**src/rtl/cp0_exc_ctrl.sv**
```systemverilog
// CP0 exception/interrupt sequencer: arbitrates exceptions, interrupts and ERET for Status/EPC.
// Optional `CP0_EXC_TIMER_INT_EN adds a timer_int input ORed into IP7.
module cp0_exc_ctrl #(
  parameter int          SYNC_STAGES = 2,
  parameter logic [31:0] EXC_VECTOR  = 32'h8000_0180
) (
  input  logic        clk,
  input  logic        reset,
  input  logic [31:0] statusreg,
  input  logic [31:0] epc_in,
  input  logic [5:0]  hw_int,
  input  logic [1:0]  sw_ip,
`ifdef CP0_EXC_TIMER_INT_EN
  input  logic        timer_int,
`endif
  input  logic        exc_req,
  input  logic [4:0]  exc_code,
  input  logic [31:0] exc_pc,
  input  logic        eret_req,
  input  logic        flush_ack,
  output logic        exc_ack,
  output logic        flush_req,
  output logic        activeexception,
  output logic        eret,
  output logic        epc_we,
  output logic [31:0] epc_out,
  output logic [4:0]  excode_out,
  output logic [7:0]  cause_ip,
  output logic        redirect_valid,
  output logic [31:0] redirect_pc,
  output logic        busy
);

  typedef enum logic [1:0] {
    S_IDLE,
    S_FLUSH,
    S_COMMIT,
    S_REDIR
  } state_t;

  state_t r_state;
  state_t w_next;

  logic [SYNC_STAGES-1:0][5:0] r_sync;
  logic [5:0]  w_hw_sync;
  logic        w_ip7;
  logic        w_int_pend;
  logic        w_accept;
  logic        w_take_exc;
  logic        w_take_int;
  logic        w_take_eret;
  logic        r_is_eret;
  logic        r_old_exl;
  logic [31:0] r_epc_lat;
  logic [31:0] r_epc_out;
  logic [4:0]  r_excode;
  logic        w_unused_ok;

  always_ff @(posedge clk or posedge reset) begin
    if (reset) begin
      r_sync <= '0;
    end else begin
      r_sync <= {r_sync[SYNC_STAGES-2:0], hw_int};
    end
  end

  assign w_hw_sync = r_sync[SYNC_STAGES-1];

`ifdef CP0_EXC_TIMER_INT_EN
  assign w_ip7 = timer_int | w_hw_sync[5];
`else
  assign w_ip7 = w_hw_sync[5];
`endif

  assign cause_ip = {w_ip7, w_hw_sync[4:0], sw_ip};

  assign w_int_pend = statusreg[0] & ~statusreg[1]
                    & (|(cause_ip & statusreg[15:8]));

  assign w_unused_ok = ^{statusreg[31:16], statusreg[7:2]};

  always_comb begin
    w_next      = r_state;
    w_take_exc  = 1'b0;
    w_take_int  = 1'b0;
    w_take_eret = 1'b0;
    unique case (r_state)
      S_IDLE: begin
        if (exc_req)         w_take_exc  = 1'b1;
        else if (w_int_pend) w_take_int  = 1'b1;
        else if (eret_req)   w_take_eret = 1'b1;
        if (w_take_exc | w_take_int | w_take_eret)
          w_next = S_FLUSH;
      end
      S_FLUSH: begin
        if (flush_ack) w_next = S_COMMIT;
      end
      S_COMMIT: w_next = S_REDIR;
      S_REDIR:  w_next = S_IDLE;
      default:  w_next = S_IDLE;
    endcase
  end

  // Qualified by reset so no accept pulse leaks out while reset is held
  assign w_accept = ~reset & (w_take_exc | w_take_int | w_take_eret);

  always_ff @(posedge clk or posedge reset) begin
    if (reset) begin
      r_state   <= S_IDLE;
      r_is_eret <= 1'b0;
      r_old_exl <= 1'b0;
      r_epc_lat <= '0;
      r_epc_out <= '0;
      r_excode  <= '0;
    end else begin
      r_state <= w_next;
      if (w_accept) begin
        r_is_eret <= w_take_eret;
        r_old_exl <= statusreg[1];
        r_epc_lat <= epc_in;
        r_epc_out <= exc_pc;
        if (w_take_exc)      r_excode <= exc_code;
        else if (w_take_int) r_excode <= 5'd0;
      end
    end
  end

  assign exc_ack         = w_accept;
  assign busy            = (r_state != S_IDLE);
  assign flush_req       = (r_state == S_FLUSH);
  assign activeexception = (r_state == S_COMMIT) & ~r_is_eret;
  assign eret            = (r_state == S_COMMIT) & r_is_eret;
  // A nested exception (EXL already set) must not clobber EPC
  assign epc_we          = (r_state == S_COMMIT) & ~r_is_eret & ~r_old_exl;
  assign redirect_valid  = (r_state == S_REDIR);
  assign redirect_pc     = (r_state != S_REDIR) ? 32'd0 :
                           r_is_eret ? r_epc_lat : EXC_VECTOR;
  assign epc_out         = r_epc_out;
  assign excode_out      = r_excode;

endmodule

```
**config.mk**
```make
export PLATFORM = sky130hd
export DESIGN_NAME = cp0_exc_ctrl
export DESIGN_NICKNAME = d
export VERILOG_FILES = /design/src/rtl/cp0_exc_ctrl.sv
export SDC_FILE = /design/constraint.sdc
export NUM_CORES = 1
export LEC_CHECK = 0
export CAP_MARGIN = 20
export CORE_ASPECT_RATIO = 0.6
export CORE_MARGIN = 3
export CORE_UTILIZATION = 49
export DETAILED_ROUTE_END_ITERATION = 7
export GPL_TIMING_DRIVEN = 1
export PLACE_DENSITY_LB_ADDON = 0.3
export SYNTH_ARGS = -nofsm -noshare
export SYNTH_HDL_FRONTEND = slang
export SYNTH_SLANG_ARGS = --single-unit
```
**constraint.sdc**
```tcl
create_clock -name clk -period 6.5 [get_ports clk]
set_clock_uncertainty 0.2 [all_clocks]
set_input_delay 1.625 -clock clk [delete_from_list [all_inputs] [get_ports clk]]
set_output_delay 1.625 -clock clk [all_outputs]
set_load 0.005 [all_outputs]
```
==> flow_summary.json, run 1 <==
{
  "outcome": "completed",
  "yosysWarnings": 0,
  "syn_area_um2": 5550,
  "ctsHoldBuffers": 0,
  "slowest_stage": "clkdlybuf4s50_1",
  "cp-end-kind": "output pin",
  "antenna_found_initial": 0,
  "io_buffers": 175,
  "start_util_pct": 51.4,
  "ioPinCount": 198,
  "fin_util_pct": 69.6,
  "rsz0062_at_grt": "no",
  "finalCritPeriodShare_pct": 76.4,
  "grt_overflow_total": 0,
  "path_cells": "clkdlybuf4s50_1, nor2b_1, buf_4, nand2_1, a21oi_1, clkdlybuf4s50_1",
  "crit_required_ns": 4.68,
  "power_density_nw_per_um2": 418,
  "clockBufferDepth": 2,
  "fp.dieW_um": 143,
  "start_kind": "input port",
  "final_cell_mix": "clkdlybuf4s50_1 (175), dfrtp_1 (85), nand2_1 (71)",
  "ys_types": 38,
  "die_area_um2": 12700,
  "grt_pass1_vias": 5219,
  "critical-path-top-delay-family": "buffers and inverters",
  "die_h_um": 88.5,
  "rows": 29,
  "postRouteAntennaNets": 0,
  "netlist_instances": 566,
  "clock_latency_ns": 0.34,
  "crit_start": "statusreg[0]",
  "dp_hpwl_mm": 10.5,
  "critPathKind": "input port to output pin",
  "grt_max_degree": 83,
  "place.gp.congestion": 0.792,
  "wirelength_mm": 16.1,
  "path_buf_inv": 3,
  "core_um2": 10800,
  "synth_ff_type": "dfrtp_1",
  "crit_fanout": 8,
  "slew_headroom_pct": 32.0,
  "finalHoldViolCount": 0,
  "timing.fmax_mhz": 201,
  "final_max_slew_viol_count": 0,
  "cts_setup_buffers": 0,
  "setup_tns_ns": 0,
  "ctsResizeCount": 0,
  "drt_iter0_drc": 316,
  "cpMostUsedCell": "clkdlybuf4s50_1",
  "arrival_ns": 3.14,
  "reg2reg_to": "r_epc_lat[15]",
  "dr.pass1.iters": 4,
  "path_depth": 6,
  "reg2reg_depth": 8,
  "drc": 0,
  "async_flop_share_pct": 100,
  "wire_per_inst_um": 19.1,
  "grt_pass1_wl_mm": 26.2,
  "yosysSeqAreaShare_pct": 38.3,
  "grt.total_usage_pct": 25.8,
  "cts_tree": "yes",
  "hold_class": "register to register",
  "path_clk_slew_ns": 0.06,
  "rrSetupSlack_ns": 3.35,
  "syn_avg_cell_area_um2": 9.81,
  "synth_edf_count": 0,
  "cts_made_buffers": 9,
  "irDropWorstVdd_v": 0.000192,
  "layout_commonest_cell": "clkdlybuf4s50_1",
  "endpoint": "exc_ack",
  "finalNetCount": 818,
  "cts.sinks": 85,
  "diodes": 0,
  "p_leak_nw": 2.83,
  "setup_violations": 0,
  "synth_seq_cells": 85,
  "max_stage_delay_ns": 0.55,
  "worst_pin_slew_ns": 1.02,
  "final_layout_size_suffix_gt1_share_pct": 13.5,
  "root_buffer": "clkbuf_16",
  "min_period_ns": 4.97,
  "drt-vias-per-instance": 6.14,
  "h-tree-depth": 3,
  "syn2layout_area_growth_pct": 35.5,
  "max_cap_violations": 0,
  "r2r-start": "r_state[1]",
  "num_vias": 5180,
  "synth_fp_nets": 685
}
[synth_stat cells, types with 3 or more instances]
| cell | number | share of area, % |
|---|---|---|
| dfrtp_1 | 85 | 38 |
| nand2_1 | 71 | 4.8 |
| nand3_1 | 67 | 6.0 |
| o211ai_1 | 64 | 8.7 |
| and2_1 | 63 | 7.1 |
| a221oi_2 | 61 | 16 |
| and3_1 | 29 | 3.3 |
| clkbuf_1 | 25 | 1.7 |
| buf_2 | 14 | 1.3 |
| buf_6 | 13 | 2.6 |
| buf_4 | 10 | 1.4 |
| a22oi_1 | 9 | 1.2 |
| inv_1 | 8 | 0.54 |
| a21oi_1 | 5 | 0.45 |
| ha_1 | 5 | 1.1 |
| o21ai_0 | 5 | 0.45 |
| a21boi_0 | 3 | 0.41 |
| a221oi_1 | 3 | 0.47 |
| nor2b_1 | 3 | 0.34 |
[layout make-up]
cell class / instances / area [um2]
Tap cell: 139 / 174
Inverter: 8 / 31.3
Sequential cell: 85 / 2130
Clock inverter: 7 / 103
Clock buffer: 9 / 225
Timing Repair Buffer: 186 / 1860
Multi-Input combinational cell: 409 / 3000
Fill cell: 805 / 3290
[registers in the layout, indices dropped and copies added (netlist names)]
signal / count
excode_out: 5
r_is_eret: 1
r_state: 2
r_epc_lat: 32
epc_out: 32
r_old_exl: 1
r_sync: 6
w_hw_sync: 6
[metal layers]
layer	up-vias	part of all wire, %	GRT usage, %
li1	2395	-	-
met1	2570	44	35.4
met2	201	48	42.2
met3	14	7.3	6.16
met4	0	0.81	5.47
met5	-	0	0
[metrics by stage]
| step | setup WS (ns) | power (mW) | cells | hold slack, ns | instance area [um2] |
|---|---|---|---|---|---|
| floorplan | 2.14 | 1.89 | 566 | 0.131 | 5550 |
| global placement | 1.54 | 2.49 | 826 | 0.132 | 7170 |
| detailed placement | 1.52 | 2.56 | 826 | 0.145 | 7170 |
| CTS | 1.53 | 3.15 | 842 | 0.150 | 7500 |
| global route | 1.46 | 3.37 | 843 | 0.165 | 7520 |
| finish | 1.53 | 3.15 | 843 | 0.149 | 7520 |
[worst register-to-register path: stages (launching register included)]
cell,delay [ns]
dfrtp_1,0.40
inv_1,0.15
ha_1,0.39
nand2b_2,0.12
buf_4,0.34
nor2b_4,0.59
buf_4,0.55
nand3_1,0.17
o211ai_1,0.16
[cells by family (layout without fill, tap and decap cells)]
group / Yosys count / after routing / share of synthesized area, %
AND/OR/NAND/NOR: 247 / 247 / 23.7
AO/OA/AOI/OAI: 157 / 157 / 29.0
flip-flops: 85 / 85 / 38.3
buffers and inverters: 72 / 210 / 7.84
adder cells (fa/ha/maj): 5 / 5 / 1.13
[worst min path at each step]
stage | start | endpoint | slack [ns] | depth (start not counted)
3_3_place_gp | r_sync[5] | w_hw_sync[5] | 0.13 | 0
4_1_cts | r_sync[1] | w_hw_sync[1] | 0.15 | 0
5_1_grt | r_sync[5] | w_hw_sync[5] | 0.17 | 0
2_1_floorplan | r_sync[0] | w_hw_sync[0] | 0.13 | 0
6_report | r_sync[1] | w_hw_sync[1] | 0.15 | 0
3_5_place_dp | r_sync[1] | w_hw_sync[1] | 0.15 | 0
[report_power, final]
part / total [mW] / switching, mW / internal (mW)
logic: 1.53 / 0.633 / 0.896
clock network: 0.574 / 0.231 / 0.342
registers: 1.04 / 0.282 / 0.762
Note: power is estimated with default switching activity, not from simulation.
==> run 2: changes to the inputs <==
Settings changed: CORE_UTILIZATION 49 to 41.
Clock period 6.5 ns to 4.2 ns, I/O delays scaled along.
==> run 2 against run 1 <==
Via count decreased by 0.29%; global-route usage decreased by 4.0 points; clock power increased by 46%; non-clock buffer count increased by 3; power increased by 53%; sequential power increased by 56%; largest cell class unchanged; highest routed layer unchanged.
==> flow_summary.json, run 2 (synthesized netlist as in run 1, its figures left out) <==
{
  "outcome": "completed",
  "slew_headroom_pct": 33.3,
  "rows": 32,
  "num_vias": 5165,
  "endpoint": "exc_ack",
  "hold_class": "register to register",
  "crit_required_ns": 2.95,
  "postRouteAntennaNets": 0,
  "crit_start": "reset",
  "finalCritPeriodShare_pct": 92.2,
  "diodes": 0,
  "layout_commonest_cell": "clkdlybuf4s50_1",
  "dp_hpwl_mm": 10.9,
  "ctsResizeCount": 0,
  "clockBufferDepth": 2,
  "finalNetCount": 821,
  "cts.sinks": 85,
  "path_buf_inv": 2,
  "grt.total_usage_pct": 21.8,
  "irDropWorstVdd_v": 0.000307,
  "place.gp.congestion": 0.830,
  "arrival_ns": 2.62,
  "r2r-start": "r_state[0]",
  "grt_max_degree": 81,
  "crit_fanout": 15,
  "cts_made_buffers": 9,
  "worst_pin_slew_ns": 1.00,
  "max_stage_delay_ns": 0.55,
  "rrSetupSlack_ns": 1.13,
  "fin_area_um2": 7550,
  "grt_pass1_wl_mm": 26.3,
  "die_h_um": 96.2,
  "wirelength_mm": 16.5,
  "root_buffer": "clkbuf_16",
  "grt_pass1_vias": 5114,
  "cts_setup_buffers": 0,
  "critPathKind": "input port to output pin",
  "ioPinCount": 198,
  "path_depth": 4,
  "reg2reg_depth": 8,
  "core_um2": 13100,
  "fp.dieW_um": 156,
  "io_buffers": 175,
  "final_cell_mix": "clkdlybuf4s50_1 (175), dfrtp_1 (85), nand2_1 (71)",
  "power_density_nw_per_um2": 636,
  "final_max_slew_viol_count": 0,
  "min_period_ns": 3.87,
  "p_leak_nw": 2.82,
  "max_cap_violations": 0,
  "ctsHoldBuffers": 0,
  "slowest_stage": "clkdlybuf4s50_1",
  "nFillCells": 1091,
  "cp-end-kind": "output pin",
  "syn2layout_area_growth_pct": 35.9,
  "drc": 0,
  "cpMostUsedCell": "clkdlybuf4s50_1",
  "timing.fmax_mhz": 258,
  "die_area_um2": 15000,
  "path_cells": "clkdlybuf4s50_1, nand2b_2, a21oi_1, clkdlybuf4s50_1",
  "wire_per_inst_um": 18.8,
  "start_util_pct": 42.6,
  "finalHoldViolCount": 0,
  "critical-path-top-delay-family": "buffers and inverters",
  "drt-vias-per-instance": 5.89,
  "antenna_found_initial": 0,
  "power_mw": 4.80,
  "path_clk_slew_ns": 0.07,
  "cts_tree": "yes",
  "h-tree-depth": 3,
  "fin_util_pct": 57.8,
  "start_kind": "input port",
  "setup_tns_ns": 0,
  "drt_iter0_drc": 338,
  "clock_latency_ns": 0.34,
  "setup_violations": 0,
  "dr.pass1.iters": 5,
  "place_area_um2": 7220,
  "final_layout_size_suffix_gt1_share_pct": 13.9,
  "hold-worst-slack_ns": 0.149,
  "rsz0062_at_grt": "no",
  "reg2reg_to": "r_epc_lat[26]",
  "grt_overflow_total": 0
}
-- run 2: cell count changes in the layout (fill, tap and decap cells not counted), sizes merged --
| cell | delta |
|---|---|
| bufinv | -1 |
| buf | +4 |
| clkinvlp | +2 |
| inv | -2 |
-- run 2: per-layer routing --
metal	share of wire (%)	up-vias	global-route usage, %
met5	0	-	0
met4	1.2	0	5.46
met3	6.8	20	5.80
met2	45	194	34.0
met1	46	2542	30.2
li1	-	2409	-
-- run 2: where the power goes --
group          leakage (nW)  switching (mW)  internal (mW)  total (mW)
Clock                 0.142           0.355          0.482       0.836
Combinational          1.74           0.979           1.37        2.35
Sequential            0.943           0.437           1.18        1.62
-- run 2: worst min path at each step --
stage	start	to	slack [ns]	cells after the start
finish	r_sync[5]	w_hw_sync[5]	0.15	0
global route	r_sync[5]	w_hw_sync[5]	0.16	0
CTS	r_sync[0]	w_hw_sync[0]	0.15	0
detailed placement	r_sync[5]	w_hw_sync[5]	0.14	0
global placement	r_sync[5]	w_hw_sync[5]	0.13	0
floorplan	r_sync[0]	w_hw_sync[0]	0.13	0
-- run 2: layout make-up --
class	instances	area (um2)	share of cell area, %
clock buffers	10	239	3.17
flip-flops and latches	85	2130	28.2
well taps	170	213	2.82
multi-input cells	409	3000	39.7
clock inverters	6	70.1	0.928
inverters	8	31.3	0.414
repair buffers	189	1870	24.8
-- run 2: metrics by stage --
step           std cells  setup slack (ns)
2_1_floorplan        566             0.415
3_3_place_gp         860             0.346
3_5_place_dp         860             0.316
4_1_cts              876             0.303
5_1_grt              877             0.221
6_report             877             0.329
==> run 3: changes to the inputs <==
==> constraint.sdc (replaced) <==
create_clock -name clk -period 4.2 [get_ports clk]
set_clock_uncertainty 0.2 [all_clocks]
set_input_delay 1.05 -clock clk [delete_from_list [all_inputs] [get_ports clk]]
set_output_delay 1.05 -clock clk [all_outputs]
set_load 0.1 [all_outputs]
==> run 3 against run 2 <==
Maximum frequency is 9.8% higher; clock power is 0.8% lower; cell area is 0.88% lower; global-route usage is 0.67 points higher; utilization is 0.51 points lower; die area stayed put; register-to-register slack better by 0.27 ns; critical endpoint unchanged; non-clock buffer count stayed put; setup slack better by 0.35 ns; sequential share of layout area is 0.25 points higher; largest power group unchanged; final cell count stayed put; power is 50% higher.
==> flow_summary.json, run 3 (synthesized netlist as in run 1, its figures left out) <==
{
  "grt_overflow_total": 0,
  "ctsHoldBuffers": 0,
  "layout_setup_ws_ns": 0.675,
  "drt-vias-per-instance": 5.84,
  "power_density_nw_per_um2": 964,
  "timing.fmax_mhz": 284,
  "seqPwrFrac_pct": 22.0,
  "syn2layout_area_growth_pct": 34.7,
  "grt_max_degree": 79,
  "arrival_ns": 2.27,
  "swShare_pct": 58.6,
  "drt_iter0_drc": 294,
  "fin_area_um2": 7480,
  "h-tree-depth": 3,
  "antenna_found_initial": 0,
  "dp_hpwl_mm": 11.0,
  "wirelength_mm": 16.9,
  "final_cell_mix": "clkdlybuf4s50_1 (134), dfrtp_1 (85), nand2_1 (71)",
  "diodes": 0,
  "grt_pass1_vias": 5203,
  "clock_latency_ns": 0.33,
  "worst_pin_slew_ns": 1.04,
  "ctsResizeCount": 0,
  "hold_class": "register to register",
  "grt.total_usage_pct": 22.4,
  "power_frac_clock_pct": 11.5,
  "p_comb_share_pct": 66.5,
  "cts_setup_buffers": 0,
  "switchingPower_mw": 4.22,
  "root_buffer": "clkbuf_16",
  "postRouteAntennaNets": 0,
  "rsz0062_at_grt": "no",
  "die_h_um": 96.2,
  "place.gp.congestion": 0.797,
  "critPathKind": "input port to output pin",
  "start_util_pct": 42.6,
  "slew_headroom_pct": 30.4,
  "die_area_um2": 15000,
  "min_period_ns": 3.52,
  "crit_fanout": 2,
  "grt_pass1_wl_mm": 27.1,
  "ioPinCount": 198,
  "clockBufferDepth": 2,
  "cts_tree": "yes",
  "max_cap_violations": 0,
  "final_max_slew_viol_count": 0,
  "cp-end-kind": "output pin",
  "irDropWorstVdd_v": 0.000750,
  "nFillCells": 1114,
  "finalCritPeriodShare_pct": 83.9,
  "start_kind": "input port",
  "p_leak_nw": 2.91,
  "place_area_um2": 7180,
  "dr.pass1.iters": 5,
  "cts_made_buffers": 9,
  "rows": 32,
  "path_clk_slew_ns": 0.07,
  "num_vias": 5121,
  "final_layout_size_suffix_gt1_share_pct": 20.4,
  "io_buffers": 175,
  "layout_commonest_cell": "clkdlybuf4s50_1",
  "core_um2": 13100,
  "outcome": "completed",
  "finalNetCount": 821,
  "setup_violations": 0,
  "fp.dieW_um": 156,
  "drc": 0,
  "pre_cts_slack_ns": 0.578,
  "finalHoldViolCount": 0,
  "wire_per_inst_um": 19.3,
  "fin_util_pct": 57.3,
  "power_mw": 7.21,
  "p_int_mw": 2.99,
  "crit_required_ns": 2.95,
  "cts.sinks": 85
}
-- run 3: changes by cell type in the layout (fill, tap and decap cells not counted) --
cell | before | now
clkdlybuf4s50_1 | 175 | 134
clkbuf_8 | 1 | 0
a21oi_1 | 5 | 4
a21boi_0 | 3 | 0
clkinvlp_4 | 3 | 1
nor2b_1 | 3 | 1
inv_4 | 0 | 1
a21boi_1 | 0 | 1
buf_4 | 13 | 52
inv_6 | 2 | 4
nor2b_2 | 0 | 2
a21oi_2 | 0 | 1
a21boi_2 | 0 | 2
buf_12 | 1 | 3
-- run 3: layout make-up --
| cell class | count | area [um2] | share of cell area (%) |
|---|---|---|---|
| multi-input combinational | 409 | 3020 | 40.3 |
| sequential | 85 | 2130 | 28.4 |
| timing repair buffer | 189 | 1790 | 23.9 |
| clock buffer | 9 | 225 | 3.01 |
| tap | 170 | 213 | 2.84 |
| clock inverter | 7 | 77.6 | 1.04 |
| inverter | 8 | 32.5 | 0.435 |
-- run 3: per-layer routing --
metal | vias to the layer above | global-route usage [%] | routed length, um
li1 | 2404 | - | -
met5 | - | 0 | 0
met4 | 0 | 4.81 | 169
met3 | 11 | 6.56 | 1400
met2 | 201 | 36.4 | 7590
met1 | 2505 | 30.0 | 7780
-- run 3: path summary, 6_finish.rpt --
kind,start,endpoint,slack [ns],cells past startpoint
worst max register to register,r_state[1],epc_out[0],1.40,9
min in group asynchronous,reset,r_epc_lat[0],0.99,2
worst min-delay path,r_sync[2],w_hw_sync[2],0.15,0
worst min register to register,r_sync[2],w_hw_sync[2],0.15,0
worst max-delay path,sw_ip[1],exc_ack,0.68,6
max in group asynchronous,reset,r_sync[5],1.80,3
-- run 3: critical path: stages --
cell and delay, ns:
clkdlybuf4s50_1 0.43, a22oi_1 0.28, nand4_4 0.14, nand2_1 0.11, a21oi_2 0.08, buf_12 0.17
-- run 3: power by group through the flow --
stage	logic [mW]	clock network, mW	registers (mW)
after CTS	4.82	0.849	1.58
after global placement	4.72	0	1.55
final	4.80	0.829	1.59
after detailed placement	4.82	0	1.58
after floorplan	2.54	0	2.79
after global routing	5.03	0.881	1.65
-- run 3: stage by stage --
step           hold WS, ns  instances  TNS [ns]
2_1_floorplan        0.131        566   -0.0655
3_5_place_dp         0.144        861         0
3_3_place_gp         0.133        861         0
6_report             0.148        877         0
5_1_grt              0.155        877         0
4_1_cts              0.149        877         0
